--- src/rtl/wb_periph_arbiter.sv ---
// Wishbone classic slave that decodes a 4 KB window per peripheral and
// forwards one transaction at a time onto a shared peripheral bus with
// one-hot strobes. Unanswered requests time out and return a bus-error
// word. Address decode errors are answered immediately without a strobe.
module wb_periph_arbiter #(
  parameter int          NPERIPH  = 4,
  parameter int          TIMEOUT  = 255,
  parameter logic [31:0] ERR_DATA = 32'hDEAD_BEEF
) (
  input  logic                  wb_clk_i,
  input  logic                  wb_rst_i,
  input  logic                  wbs_cyc_i,
  input  logic                  wbs_stb_i,
  input  logic                  wbs_we_i,
  input  logic [3:0]            wbs_sel_i,
  input  logic [31:0]           wbs_adr_i,
  input  logic [31:0]           wbs_dat_i,
  output logic                  wbs_ack_o,
  output logic [31:0]           wbs_dat_o,
  output logic [NPERIPH-1:0]    p_cyc_o,
  output logic [NPERIPH-1:0]    p_stb_o,
  output logic                  p_we_o,
  output logic [3:0]            p_sel_o,
  output logic [11:0]           p_adr_o,
  output logic [31:0]           p_dat_o,
  input  logic [NPERIPH-1:0]    p_ack_i,
  input  logic [32*NPERIPH-1:0] p_dat_i,
  output logic                  err_irq_o
);

  localparam logic [1:0] IDLE   = 2'd0;
  localparam logic [1:0] ACTIVE = 2'd1;
  localparam logic [1:0] RESP   = 2'd2;

  logic [1:0]         state;
  logic [7:0]         wait_cnt;
  logic [1:0]         idx_q;

  logic [1:0]         dec_idx;
  logic               dec_err;
  logic [NPERIPH-1:0] dec_onehot;
  logic               sel_ack;
  logic [31:0]        sel_dat;

  // Address bits above the decode field are deliberately ignored.
  logic               unused_adr;
  assign unused_adr = ^wbs_adr_i[31:16];

  // Decode the incoming request address into a peripheral index and one-hot strobe.
  // NOTE: every always_comb output gets a default first so no path leaves it
  // unassigned; a missing default would infer a latch.
  always_comb begin
    dec_idx    = wbs_adr_i[13:12];
    dec_err    = (wbs_adr_i[15:14] != 2'b00) || (int'(dec_idx) >= NPERIPH);
    dec_onehot = '0;
    for (int k = 0; k < NPERIPH; k++) begin
      if (int'(dec_idx) == k) dec_onehot[k] = 1'b1;
    end
  end

  // Select the ack and read data of the addressed peripheral only; others are ignored.
  always_comb begin
    sel_ack = 1'b0;
    sel_dat = '0;
    for (int k = 0; k < NPERIPH; k++) begin
      if (int'(idx_q) == k) begin
        sel_ack = p_ack_i[k];
        sel_dat = p_dat_i[32*k +: 32];
      end
    end
  end

  // Transaction FSM; every output is a flop so nothing combinational leaks out.
  // NOTE: sequential state uses non-blocking assignments so all flops update
  // together from pre-edge values, independent of statement order.
  always_ff @(posedge wb_clk_i) begin
    if (wb_rst_i) begin
      state     <= IDLE;
      wait_cnt  <= '0;
      idx_q     <= '0;
      wbs_ack_o <= 1'b0;
      wbs_dat_o <= '0;
      p_cyc_o   <= '0;
      p_stb_o   <= '0;
      p_we_o    <= 1'b0;
      p_sel_o   <= '0;
      p_adr_o   <= '0;
      p_dat_o   <= '0;
      err_irq_o <= 1'b0;
    end else begin
      err_irq_o <= 1'b0;
      case (state)
        IDLE: begin
          wbs_ack_o <= 1'b0;
          wbs_dat_o <= '0;
          if (wbs_cyc_i && wbs_stb_i) begin
            if (dec_err) begin
              // Unmapped address: answer straight away, never touch a peripheral.
              wbs_ack_o <= 1'b1;
              wbs_dat_o <= ERR_DATA;
              err_irq_o <= 1'b1;
              state     <= RESP;
            end else begin
              idx_q    <= dec_idx;
              p_we_o   <= wbs_we_i;
              p_sel_o  <= wbs_sel_i;
              p_adr_o  <= wbs_adr_i[11:0];
              p_dat_o  <= wbs_dat_i;
              p_cyc_o  <= dec_onehot;
              p_stb_o  <= dec_onehot;
              wait_cnt <= '0;
              state    <= ACTIVE;
            end
          end
        end

        ACTIVE: begin
          if (!wbs_cyc_i) begin
            // Master abandoned the cycle: release the peripheral silently.
            p_cyc_o <= '0;
            p_stb_o <= '0;
            state   <= IDLE;
          end else if (sel_ack) begin
            // Ack beats a coincident timeout.
            p_cyc_o   <= '0;
            p_stb_o   <= '0;
            wbs_ack_o <= 1'b1;
            wbs_dat_o <= p_we_o ? 32'h0 : sel_dat;
            state     <= RESP;
          end else if (wait_cnt == 8'(TIMEOUT)) begin
            p_cyc_o   <= '0;
            p_stb_o   <= '0;
            wbs_ack_o <= 1'b1;
            wbs_dat_o <= p_we_o ? 32'h0 : ERR_DATA;
            err_irq_o <= 1'b1;
            state     <= RESP;
          end else begin
            wait_cnt <= wait_cnt + 8'd1;
          end
        end

        RESP: begin
          // The ack was raised on entry; this edge ends the single ack cycle.
          wbs_ack_o <= 1'b0;
          wbs_dat_o <= '0;
          state     <= IDLE;
        end

        default: begin
          p_cyc_o   <= '0;
          p_stb_o   <= '0;
          wbs_ack_o <= 1'b0;
          wbs_dat_o <= '0;
          state     <= IDLE;
        end
      endcase
    end
  end

endmodule

--- config.mk ---
export PLATFORM = sky130hd
export DESIGN_NAME = wb_periph_arbiter
export DESIGN_NICKNAME = d
export VERILOG_FILES = /design/src/rtl/wb_periph_arbiter.sv
export SDC_FILE = /design/constraint.sdc
export NUM_CORES = 1
export LEC_CHECK = 0
export BUFFER_PORTS_ARGS = -buffer_cell sky130_fd_sc_hd__clkbuf_2
export CAP_MARGIN = 20
export CORE_AREA = 5 5 113 115
export CTS_CLUSTER_DIAMETER = 60
export CTS_CLUSTER_SIZE = 20
export DETAILED_ROUTE_END_ITERATION = 12
export DIE_AREA = 0 0 118 120
export GPL_TIMING_DRIVEN = 0
export PLACE_DENSITY = 0.76
export SYNTH_ARGS = -nofsm -noshare
export SYNTH_HDL_FRONTEND = slang
export SYNTH_SLANG_ARGS = --single-unit
--- constraint.sdc ---
create_clock -name wb_clk_i -period 4.6 [get_ports wb_clk_i]
set_input_delay 0 -clock wb_clk_i [delete_from_list [all_inputs] [get_ports wb_clk_i]]
set_output_delay 0 -clock wb_clk_i [all_outputs]
set_load 0.02 [all_outputs]
Word-level counts from Yosys, hierarchy flattened
Index checks and enable logic that the tools add are counted.
{"block": "word_totals", "in_bits": 205, "elab_cells": 89, "regBits": 99}
{"block": "classes", "n_reduce_logical": 11, "bitwise_logic": 2, "addsub": 1, "muxes": 48, "eq_ne": 16}
{"op": "32-bit two-way mux", "count": 11}
{"op": "32-bit case mux with 2 select lines", "count": 1}
{"op": "8-bit two-way mux", "count": 5}
{"op": "4-bit two-way mux", "count": 5}
{"op": "1-bit two-way mux", "count": 16}
{"op": "8-bit case mux with 2 select lines", "count": 1}
{"op": "4-bit case mux with 3 select lines", "count": 1}
{"op": "2-bit equality test (second input constant)", "count": 5}
{"op": "2-bit two-way mux", "count": 5}
{"op": "2-bit != test (second input constant)", "count": 5}
{"op": "8-bit by 1-bit adder with 8-bit output (second input constant)", "count": 1}
{"op": "8-bit equality test (second input constant)", "count": 1}
{"op": "2-bit by 1-bit equality test with 1-bit output (second input constant)", "count": 3}
{"op": "2-bit logical NOT", "count": 3}
{"op": "6-bit AND reduction", "count": 1}
{"op": "4-bit != test (second input constant)", "count": 1}
{"op": "1-bit case mux with 2 select lines", "count": 2}
{"op": "2-bit case mux with 2 select lines", "count": 1}
{"op": "2-bit AND reduction", "count": 2}
{"op": "4-bit AND reduction", "count": 1}
{"op": "2-bit nonzero test", "count": 2}
{"op": "3-bit != test (second input constant)", "count": 1}
{"op": "3-bit AND reduction", "count": 1}
{"op": "1-bit inverter", "count": 2}
{"op": "1-bit logical AND", "count": 1}

Logic depth before layout (Yosys ltp)
Gate-level depths: netlist of the first run.
{"block": "logic_depth", "word_depth": 9, "mapped_depth": 7}

Worst setup path before layout of the first run
Ideal clock, no wire load.
{"block": "synth_path", "path_type": "reg-to-reg", "startpoint": "reg idx_q[0]", "endpoint": "reg wait_cnt[4]", "setup_slack_ns": 2.650, "arrival_time_ns": 1.880, "setup_time_ns": 0.070, "path_buffers": 2, "path_stages_with_launch": 7, "t_required_ns": 4.530, "cell_sequence": "dfxtp_1 > buf_6 > mux4_2 > buf_6 > or3_1 > or3_1 > a21oi_1"}
{"block": "synth_via", "elab_chain_cells": 7, "elab_cells_between_ends": 10, "classes_between": "eq/ne: 4; mux: 4; reduce/logical: 2"}
{"element": "start, declared", "line_no": "37", "rtl": "logic [1:0] idx_q;"}
{"element": "start signal, assigned", "line_no": "104", "rtl": "idx_q <= dec_idx;"}
{"element": "2-bit logical NOT", "line_no": "66", "rtl": "if (int'(idx_q) == k) begin"}
{"element": "1-bit two-way mux (3 in a row)", "line_no": "66"}
{"element": "1-bit two-way mux (*)", "line_no": "66"}
{"element": "2-bit != test (no line) (*)"}
{"element": "6-bit AND reduction (no line) (*)"}
{"element": "end signal, assigned", "line_no": "138", "rtl": "wait_cnt <= wait_cnt + 8'd1;"}
{"element": "end, declared", "line_no": "36", "rtl": "logic [7:0] wait_cnt;"}
Every way passes the cells marked *; elsewhere a longest branch is shown, timed or not.
A chain may end at the register's enable or synchronous reset.

Worst setup path in the final report of the first run
{"block": "layout_path", "startpoint": "reg state[0]", "endpoint": "reg p_dat_o[29]"}
{"block": "layout_via", "elab_chain_cells": 2}
{"element": "start, declared", "line_no": "35", "rtl": "logic [1:0] state;"}
{"element": "start signal, assigned", "line_no": "78", "rtl": "state <= IDLE;"}
{"element": "start signal, assigned", "line_no": "102", "rtl": "state <= RESP;"}
{"element": "start signal, assigned", "line_no": "112", "rtl": "state <= ACTIVE;"}
{"element": "2-bit logical NOT", "line_no": "92", "rtl": "case (state)"}
{"element": "3-bit AND reduction (no line)"}
{"element": "end signal, assigned", "line_no": "108", "rtl": "p_dat_o <= wbs_dat_i;"}
{"element": "end, declared", "line_no": "25", "rtl": "output logic [31:0] p_dat_o,"}
No other way between the ends.

==> results_dict.tcl, run 1 <==
set metrics [dict create \
    status "finished clean" \
    p_leak_nw 3.14 \
    nNetsFinal 1037 \
    dp_hpwl_mm 13.0 \
    synth_top_area_share_pct 43.1 \
    yosysSeqAreaShare_pct 43.1 \
    synthTopCellsByCount "nand2_1, dfxtp_1, a21oi_1, a22o_1, mux4_2" \
    post-route-period-util_pct 49.7 \
    synth_nets 696 \
    crit_arrival_ns 2.55 \
    yosysWarnings 0 \
    critPathKind "flip-flop to flip-flop" \
    synthAdderAreaFrac_pct 0.272 \
    via_per_inst 5.18 \
    slowest_stage "nor4bb_1" \
    die_area_um2 14200 \
    htree_levels 3 \
    reg2reg_depth 7 \
    synth_area_leaders "dfxtp_1, mux4_2, nand2_1" \
    ys.flop_type "dfxtp_1" \
    power.density_nw_per_um2 287 \
    grt_pass1_wl_mm 26.7 \
    cts_buffers 9 \
    crit_path_end_kind "flip-flop" \
    cts_resized 0 \
    maxCapViolCount 0 \
    path_clk_slew_ns 0.07 \
    synthDistinctLibCells 38 \
    syn2layout_area_growth_pct 52.4 \
    io_pins 296 \
    drtIter0Drc 251 \
    synth-compound-area-share_pct 17.7 \
    drc 0 \
    tns_ns 0 \
    num_rows 40 \
    grt_pass1_vias 5061 \
    ant_nets 0 \
    ir_worst_vdd_v 0.000144 \
    path_delay_family "simple AND/OR/NAND/NOR gates" \
    drt_first_pass_iters 5 \
    cts.sinks 99 \
    max_freq_mhz 437 \
    min_path_type "primary input to flip-flop" \
    syn_inst 490 \
    cp.depth 7 \
    cp_common_cell "clkbuf_1" \
    start_util_pct 39.3 \
    maxSlewViolCount 0 \
    min_from "wb_rst_i" \
    clk_latency_ns 0.34 \
    slew_headroom_pct 57.3 \
    rsz0062_at_grt "false" \
    hold_end "p_stb_o[0]" \
    wire_per_inst_um 17.5 \
    hold_violations 0 \
    synth_top_family_by_area "compound AO/OA/AOI/OAI gates" \
    synthMuxAreaShare_pct 17.1 \
    r2r-start "state[0]" \
    clockBufferDepth 2 \
    hold_buffers 51 \
    drt_wl_total_mm 17.3 \
    ys_ff_latch 99 \
    tightest_slew_ns 0.640 \
    critical_path_peak_fanout 10 \
    gr-usage-all-layers_pct 23.4 \
    via_count 5091 \
    cts_tree "yes" \
    drive_gt1_share_pct 41.3 \
    antenna_found_initial 1 \
    die_width_um 118 \
    gp_congestion 0.942 \
    yosysTopAreaCell "dfxtp_1" \
    coreArea_um2 11700 \
    cts-root-buf "clkbuf_16" \
    setup_viol 0 \
    die_h_um 120 \
    cp_num_buf_inv 3 \
    max_stage_delay_ns 0.55 \
    synth-xor-area-share_pct 0 \
    final_util_pct 59.8 \
    r2r-end "p_dat_o[29]" \
    synth-async-reset-ratio_pct 0 \
    r2r_slack_ns 2.31 \
    yosysMostFrequentCell "nand2_1" \
    post_cts_buffers 0 \
    grt_max_degree 16 \
    overflow 0 \
    required_ns 4.86 \
    fin_skew_ns 0.00697 \
    avgSynthCellArea_um2 9.38 \
    portBuffers 279 \
    synth_edf_count 0 \
    fin_crit_ns 2.29 \
    crit_path_start_kind "flip-flop" \
    hold_depth 3 \
    yosys.area_share.simple_pct 16.9 \
    crit_chain "clkbuf_1 > nor4bb_1 > and2_1 > clkbuf_1 > clkbuf_1 > nand2_1 > a21oi_1" \
    syn_area_um2 4600 \
]
==> sequential cells by signal, indices dropped and copies added (netlist names) <==
| register | flops |
|---|---|
| p_dat_o | 32 |
| wbs_dat_o | 32 |
| p_adr_o | 12 |
| wait_cnt | 8 |
| p_sel_o | 4 |
| p_stb_o | 4 |
| idx_q | 2 |
| state | 2 |
| err_irq_o | 1 |
| p_we_o | 1 |
| wbs_ack_o | 1 |
==> worst max path at each step <==
stage | endpoint | from | slack, ns
final | p_dat_o[29] | state[0] | 2.31
after global routing | p_adr_o[8] | state[0] | 1.93
after CTS | p_adr_o[7] | state[0] | 2.28
after detailed placement | p_adr_o[4] | state[0] | 2.33
after global placement | p_adr_o[5] | state[0] | 2.31
after floorplan | wait_cnt[4] | idx_q[0] | 2.65
==> placed cells by master, fill, tap and decap left out, drive strengths merged, types with 4 or more instances in the layout <==
master	Yosys	layout
a21oi	61	61
a22o	33	33
buf	16	16
clkbuf	28	318
dfxtp	99	99
dlygate4sd3	0	51
inv	6	7
mux4	33	33
nand2	113	113
nand3	4	4
nor2	5	5
nor2b	25	25
o21ai	29	29
or3	6	6
==> stage by stage <==
step	instance area, µm²	worst slack [ns]	std cells	hold WS [ns]	power [mW]
finish	7010	2.31	983	0.0756	2.01
floorplan	4600	2.65	490	0.136	1.04
detailed placement	6180	2.33	916	0.227	1.18
global placement	6180	2.31	916	0.224	1.17
global route	7010	1.93	983	0.0833	2.09
CTS	7010	2.28	982	0.0695	2.03
==> routing by layer <==
metal  track usage (%)  vias up  share of wire (%)
li1                  -     2433                  -
met4              9.53        0                3.0
met3              6.41       31                8.2
met2              41.3      243                 50
met1              26.8     2384                 39
met5                 0        -                  0
==> where the power goes <==
part / internal, mW / switching, mW
combinational: 0.161 / 0.140
sequential: 0.878 / 0.0144
clock: 0.490 / 0.330
total: 1.53 / 0.485
==> layout make-up <==
cell class | instances | area [µm²]
repair buffers | 330 | 1910
flip-flops and latches | 99 | 1980
clock inverters | 4 | 73.8
well taps | 147 | 184
inverters | 6 | 22.5
fillers | 1004 | 4700
plain buffers | 44 | 206
multi-input cells | 341 | 2390
diodes | 1 | 2.50
clock buffers | 11 | 243
==> worst register-to-register path, delay by kind of cell (launching register included) <==
kind	cells	cell delay, ns
and+or+nand+nor	3	0.92
buffers and inverters	3	0.84
DFF	1	0.30
AOI/OAI and AO/OA	1	0.16
==> cells by family after synthesis <==
group / after synthesis
fa+ha+maj: 1
buf+inv: 50
compound gates: 132
mux: 37
simple gates: 171
flops: 99
No activity file was read; power rests on OpenSTA's default activity.
==> run 2: changes to the inputs <==
ABC_AREA = 1   (was not set)
CORE_AREA = not set   (was 5 5 113 115)
CORE_ASPECT_RATIO = 1.25   (was not set)
CORE_MARGIN = 5   (was not set)
CORE_UTILIZATION = 45   (was not set)
DIE_AREA = not set   (was 0 0 118 120)
PLACE_DENSITY = 0.81   (was 0.76)
clock period = 2.4 ns   (was 4.6 ns; I/O delays follow)
==> run 2 against run 1 <==
Compared with the run above:
- flip-flop and latch count is the same
- global-route usage rose by 7.3 points
- power is 97% higher
- die area increased by 0.30%
- core utilization increased by 6.8 points
- highest routed layer unchanged
- wire length is 30% higher
- clock power rose by 87%
==> results_dict.tcl, run 2 <==
set metrics [dict create \
    p_int_mw 2.76 \
    synth_edf_count 0 \
    power_frac_comb_pct 18.4 \
    fin_crit_ns 1.81 \
    drt_first_pass_iters 7 \
    drtIter0Drc 490 \
    die_width_um 108 \
    ir_worst_vdd_v 0.000530 \
    r2r_slack_ns 0.59 \
    maxSlewViolCount 0 \
    p_sw_mw 1.22 \
    instances_no_fill 1320 \
    max_freq_mhz 551 \
    antenna_found_initial 0 \
    grt_max_degree 22 \
    gp_congestion 0.903 \
    io_pins 296 \
    nNetsFinal 1360 \
    power.density_nw_per_um2 511 \
    crit_arrival_ns 2.03 \
    portBuffers 279 \
    cts.sinks 99 \
    final_cell_mix "nand2_1, clkbuf_2, dfxtp_1" \
    cts_buffers 9 \
    via_count 6746 \
    path_clk_slew_ns 0.08 \
    tns_ns 0 \
    syn_area_um2 5360 \
    wire_per_inst_um 17.0 \
    yosysSeqAreaShare_pct 37.0 \
    ys_ff_latch 99 \
    hold_depth 3 \
    ys.flop_type "dfxtp_1" \
    min_from "wbs_adr_i[12]" \
    start_util_pct 45.9 \
    layout_setup_ws_ns 0.586 \
    hold_ws_ns 0.0191 \
    gr-usage-all-layers_pct 30.8 \
    clk_latency_ns 0.36 \
    cp_num_buf_inv 2 \
    ant_nets 0 \
    crit_chain "nor2_1 > o21ai_1 > nor2_1 > inv_2 > clkbuf_1 > nand2_1 > nand2_1 > a21oi_2" \
    required_ns 2.61 \
    drc 0 \
    slowest_stage "dfxtp_1" \
    synthDistinctLibCells 34 \
    cts-root-buf "clkbuf_16" \
    synthTopCellsByCount "nand2_1, dfxtp_1, a21oi_1, nor2_1, nand3_1" \
    synth_top_area_share_pct 37.0 \
    die_area_um2 14200 \
    placed_cells 1253 \
    path_delay_family "buffers and inverters" \
    min_path_type "primary input to flip-flop" \
    critPathKind "flip-flop to flip-flop" \
    hold_end "idx_q[0]" \
    drt_wl_total_mm 22.5 \
    swShare_pct 30.7 \
    crit_path_end_kind "flip-flop" \
    p_leak_nw 3.80 \
    num_rows 44 \
    grt_pass1_wl_mm 34.2 \
    tightest_slew_ns 0.729 \
    slew_headroom_pct 51.4 \
    fin_skew_ns 0.0120 \
    r2r-end "wbs_dat_o[5]" \
    syn_inst 813 \
    antennaDiodeCount 0 \
    yosysTopAreaCell "dfxtp_1" \
    reg_top3 "p_dat_o (32), wbs_dat_o (32), p_adr_o (12)" \
    maxCapViolCount 0 \
    critical_path_peak_fanout 10 \
    layout_commonest_cell "nand2_1" \
    htree_levels 3 \
    avgSynthCellArea_um2 6.59 \
    max_stage_delay_ns 0.40 \
    yosysMostFrequentCell "nand2_1" \
    syn2layout_area_growth_pct 45.2 \
    fin_total_pwr_mw 3.98 \
    coreArea_um2 11700 \
    overflow 0 \
    synth_nets 1019 \
    setup_viol 0 \
    dp_slack_ns 0.640 \
    dp_hpwl_mm 16.1 \
    reg2reg_depth 8 \
    hold_violations 0 \
    die_h_um 132 \
    via_per_inst 5.11 \
    post_cts_buffers 0 \
    pwr-share-clk_pct 38.5 \
    post-route-period-util_pct 75.6 \
    cts_tree "yes" \
    status "finished clean" \
    yosysWarnings 0 \
    crit_path_start_kind "flip-flop" \
    synth_area_leaders "dfxtp_1, nand2_1, a21oi_1" \
    r2r-start "state[1]" \
    drive_gt1_share_pct 34.6 \
    rsz0062_at_grt "false" \
    grt_pass1_vias 6762 \
    synth-async-reset-ratio_pct 0 \
    seqPwrFrac_pct 43.1 \
    clockBufferDepth 2 \
]
## run 2: changes by cell type after synthesis, moves of 25 or more
cell | before | now
nor2_1 | 5 | 49
mux4_2 | 33 | 0
nand2_1 | 113 | 333
a22o_1 | 33 | 0
nor2b_1 | 25 | 0
nand3_1 | 4 | 48
## run 2: through the flow
stage | cell area [µm²] | util (%)
after floorplan | 5360 | -
after global placement | 6960 | 59.6
after detailed placement | 6960 | 59.6
after CTS | 7780 | 66.7
after global routing | 7780 | 66.7
final | 7780 | 66.7
## run 2: worst max-delay path by stage
stage	startpoint	to	slack, ns	cells after the start
finish	state[1]	wbs_dat_o[5]	0.59	8
global route	state[1]	wbs_dat_o[9]	0.48	8
CTS	state[1]	wbs_dat_o[5]	0.62	8
detailed placement	state[1]	wbs_dat_o[5]	0.64	8
global placement	state[1]	wbs_dat_o[5]	0.67	8
floorplan	idx_q[1]	wbs_dat_o[3]	0.95	10
## run 2: timing repair
item | CTS | global route
gates resized for setup | 0 | 0
endpoints found under the hold margin | 51 | 0
hold buffers | 51 | 0
## run 2: power groups by stage
stage	Combinational (mW)	Sequential (mW)	Clock (mW)
finish	0.731	1.72	1.53
floorplan	0.294	1.80	0
CTS	0.718	1.71	1.52
global placement	0.644	1.75	0
detailed placement	0.649	1.75	0
global route	0.796	1.72	1.61
## run 2: layer usage
layer,GRT usage [%],wire length (µm),vias up
met1,33.0,8020,3036
met4,13.6,1060,0
met2,56.4,11500,369
met5,0,0,-
met3,7.10,1940,74
li1,-,-,3267
## run 2: final cells by class
type | count | area, µm²
fillers | 1020 | 3890
multi-input cells | 625 | 2930
flip-flops and latches | 99 | 1980
repair buffers | 330 | 1910
plain buffers | 54 | 314
clock buffers | 9 | 225
well taps | 161 | 201
inverters | 35 | 134
clock inverters | 7 | 88.8
## run 2: worst reg2reg max path, stage by stage (launching register included)
cell      delay (ns)
dfxtp_1         0.40
nor2_1          0.10
o21ai_1         0.24
nor2_1          0.10
inv_2           0.14
clkbuf_1        0.40
nand2_1         0.10
nand2_1         0.12
a21oi_2         0.06
## run 2: cell families (layout without fill, tap and decap cells)
| logic type | count (synthesis) | after routing | share of synthesized area [%] |
|---|---|---|---|
| and+or+nand+nor | 487 | 487 | 39.7 |
| AOI/OAI and AO/OA | 132 | 132 | 13.9 |
| DFF | 99 | 99 | 37.0 |
| buffers and inverters | 89 | 435 | 8.36 |
| xor gates and xnor gates | 5 | 5 | 0.818 |
| adders and majority gates | 1 | 1 | 0.233 |
==> run 3: changes to the inputs <==
clock period = 1.9 ns   (was 2.4 ns; I/O delays follow)
==> run 3 against run 2 <==
Compared with the run above:
- core utilization hardly changed
- critical path depth is 4 higher
- cell area hardly changed
- fmax is 4.7% higher
- non-clock buffer count stayed put
- register-to-register slack worse by 0.42 ns
- sequential share of layout area hardly changed
- first-iteration DRC count is 1.0% higher
- clock power is 26% higher
- worst hold slack worse by 0.0017 ns
- die area stayed put
- wire length hardly changed
==> results_dict.tcl, run 3 (same netlist as run 2, synthesis figures left out) <==
set metrics [dict create \
    status "finished clean" \
    coreArea_um2 11700 \
    hold_ws_ns 0.0174 \
    grt_pass1_wl_mm 34.2 \
    post_cts_buffers 0 \
    hold_depth 3 \
    final.fill_count 1019 \
    drtIter0Drc 495 \
    clk_latency_ns 0.36 \
    max_stage_delay_ns 0.39 \
    drive_gt1_share_pct 34.7 \
    crit_chain "buf_4 > inv_2 > buf_6 > buf_6 > o21ai_1 > nand2_1 > nand2_1 > nand3_1 > nand2_1 > nand2_1 > nand2_1 > a21oi_2" \
    cts-root-buf "clkbuf_16" \
    power_frac_comb_pct 18.4 \
    multi_input_area_um2 2930 \
    cp_num_buf_inv 4 \
    fin_skew_ns 0.0115 \
    slew_headroom_pct 51.6 \
    min_path_type "primary input to flip-flop" \
    ant_nets 0 \
    die_h_um 132 \
    cts_buffers 9 \
    layout_setup_ws_ns 0.168 \
    start_util_pct 45.9 \
    grt_max_degree 22 \
    die_width_um 108 \
    cp_common_cell "nand2_1" \
    tightest_slew_ns 0.726 \
    p_int_mw 3.48 \
    critPathKind "flip-flop to flip-flop" \
    p_leak_nw 3.81 \
    via_per_inst 5.11 \
    final_cell_mix "nand2_1, clkbuf_2, dfxtp_1" \
    clockBufferDepth 2 \
    hold_violations 0 \
    overflow 0 \
    slowest_stage "dfxtp_1" \
    p_sw_mw 1.54 \
    power.density_nw_per_um2 645 \
    reg_top3 "p_dat_o (32), wbs_dat_o (32), p_adr_o (12)" \
    max_freq_mhz 577 \
    drt_wl_total_mm 22.5 \
    seqPwrFrac_pct 43.2 \
    maxCapViolCount 0 \
    seqCellArea_um2 1980 \
    cts_tree "yes" \
    antennaDiodeCount 0 \
    crit_path_end_kind "flip-flop" \
    swShare_pct 30.7 \
    wire_per_inst_um 17.0 \
    nNetsFinal 1360 \
    crit_arrival_ns 1.95 \
    path_delay_family "buffers and inverters" \
    setup_viol 0 \
    gp_congestion 0.903 \
    via_count 6747 \
    num_rows 44 \
    grt_pass1_vias 6762 \
    reg2reg_depth 12 \
    antenna_found_initial 0 \
    dp_hpwl_mm 16.1 \
    drt_first_pass_iters 7 \
    post-route-period-util_pct 91.2 \
    htree_levels 3 \
    tns_ns 0 \
    portBuffers 279 \
    syn2layout_area_growth_pct 45.2 \
    dp_slack_ns 0.140 \
    fin_crit_ns 1.73 \
    layout_commonest_cell "nand2_1" \
    required_ns 2.11 \
    ir_worst_vdd_v 0.000671 \
    rsz0062_at_grt "false" \
    crit_path_start_kind "flip-flop" \
    pwr-share-clk_pct 38.5 \
    drc 0 \
    die_area_um2 14200 \
    path_clk_slew_ns 0.07 \
    gr-usage-all-layers_pct 30.8 \
    maxSlewViolCount 0 \
    io_pins 296 \
    cts.sinks 99 \
    cp.depth 12 \
    critical_path_peak_fanout 10 \
]
## run 3: path summary, 6_finish.rpt
check                 endpoint  slack, ns          start
hold reg to reg   wbs_dat_o[1]       0.47   wbs_dat_o[1]
hold / removal        idx_q[0]       0.02  wbs_adr_i[12]
setup / recovery  wbs_dat_o[9]       0.17       idx_q[1]
setup reg to reg  wbs_dat_o[9]       0.17       idx_q[1]
## run 3: power by group through the flow
stage / Combinational (mW) / Clock [mW] / Sequential, mW
6_report: 0.923 / 1.93 / 2.17
5_1_grt: 1.01 / 2.03 / 2.17
4_1_cts: 0.907 / 1.93 / 2.16
3_5_place_dp: 0.820 / 0 / 2.21
3_3_place_gp: 0.814 / 0 / 2.21
2_1_floorplan: 0.372 / 0 / 2.27
## run 3: worst register-to-register path: cells and delay by family (launching register included)
family / cells / cell delay, ns
compound gates: 2 / 0.17
buf+inv: 4 / 0.57
flops: 1 / 0.39
simple gates: 6 / 0.47
## run 3: per-layer routing
metal | routed length [µm] | GRT usage [%]
met1 | 8050 | 33.0
met5 | 0 | 0
met3 | 1920 | 7.10
met2 | 11500 | 56.4
met4 | 1070 | 13.6
## run 3: per-stage QoR
step	instance area (µm²)	cells	utilization [%]	total power [mW]
final	7780	1320	66.7	5.02
after global routing	7780	1320	66.7	5.21
after CTS	7780	1320	66.7	5.00
after detailed placement	6960	1253	59.6	3.03
after global placement	6960	1253	59.6	3.02
after floorplan	5360	813	-	2.64
## run 3: layout make-up
type                       instances  area share (%)
tap                              161            2.59
inverter                          35            1.72
multi-input combinational        625            37.6
clock inverter                     7            1.14
timing repair buffer             330            24.5
sequential                        99            25.5
clock buffer                       9            2.89
buffer                            54            4.05
## run 3: repair_timing
item / 4_1_cts / 5_1_grt
setup endpoints to repair: 0 / 4
endpoints found under the hold margin: 51 / 0
gates resized for setup: 0 / 2
hold buffers: 51 / 0
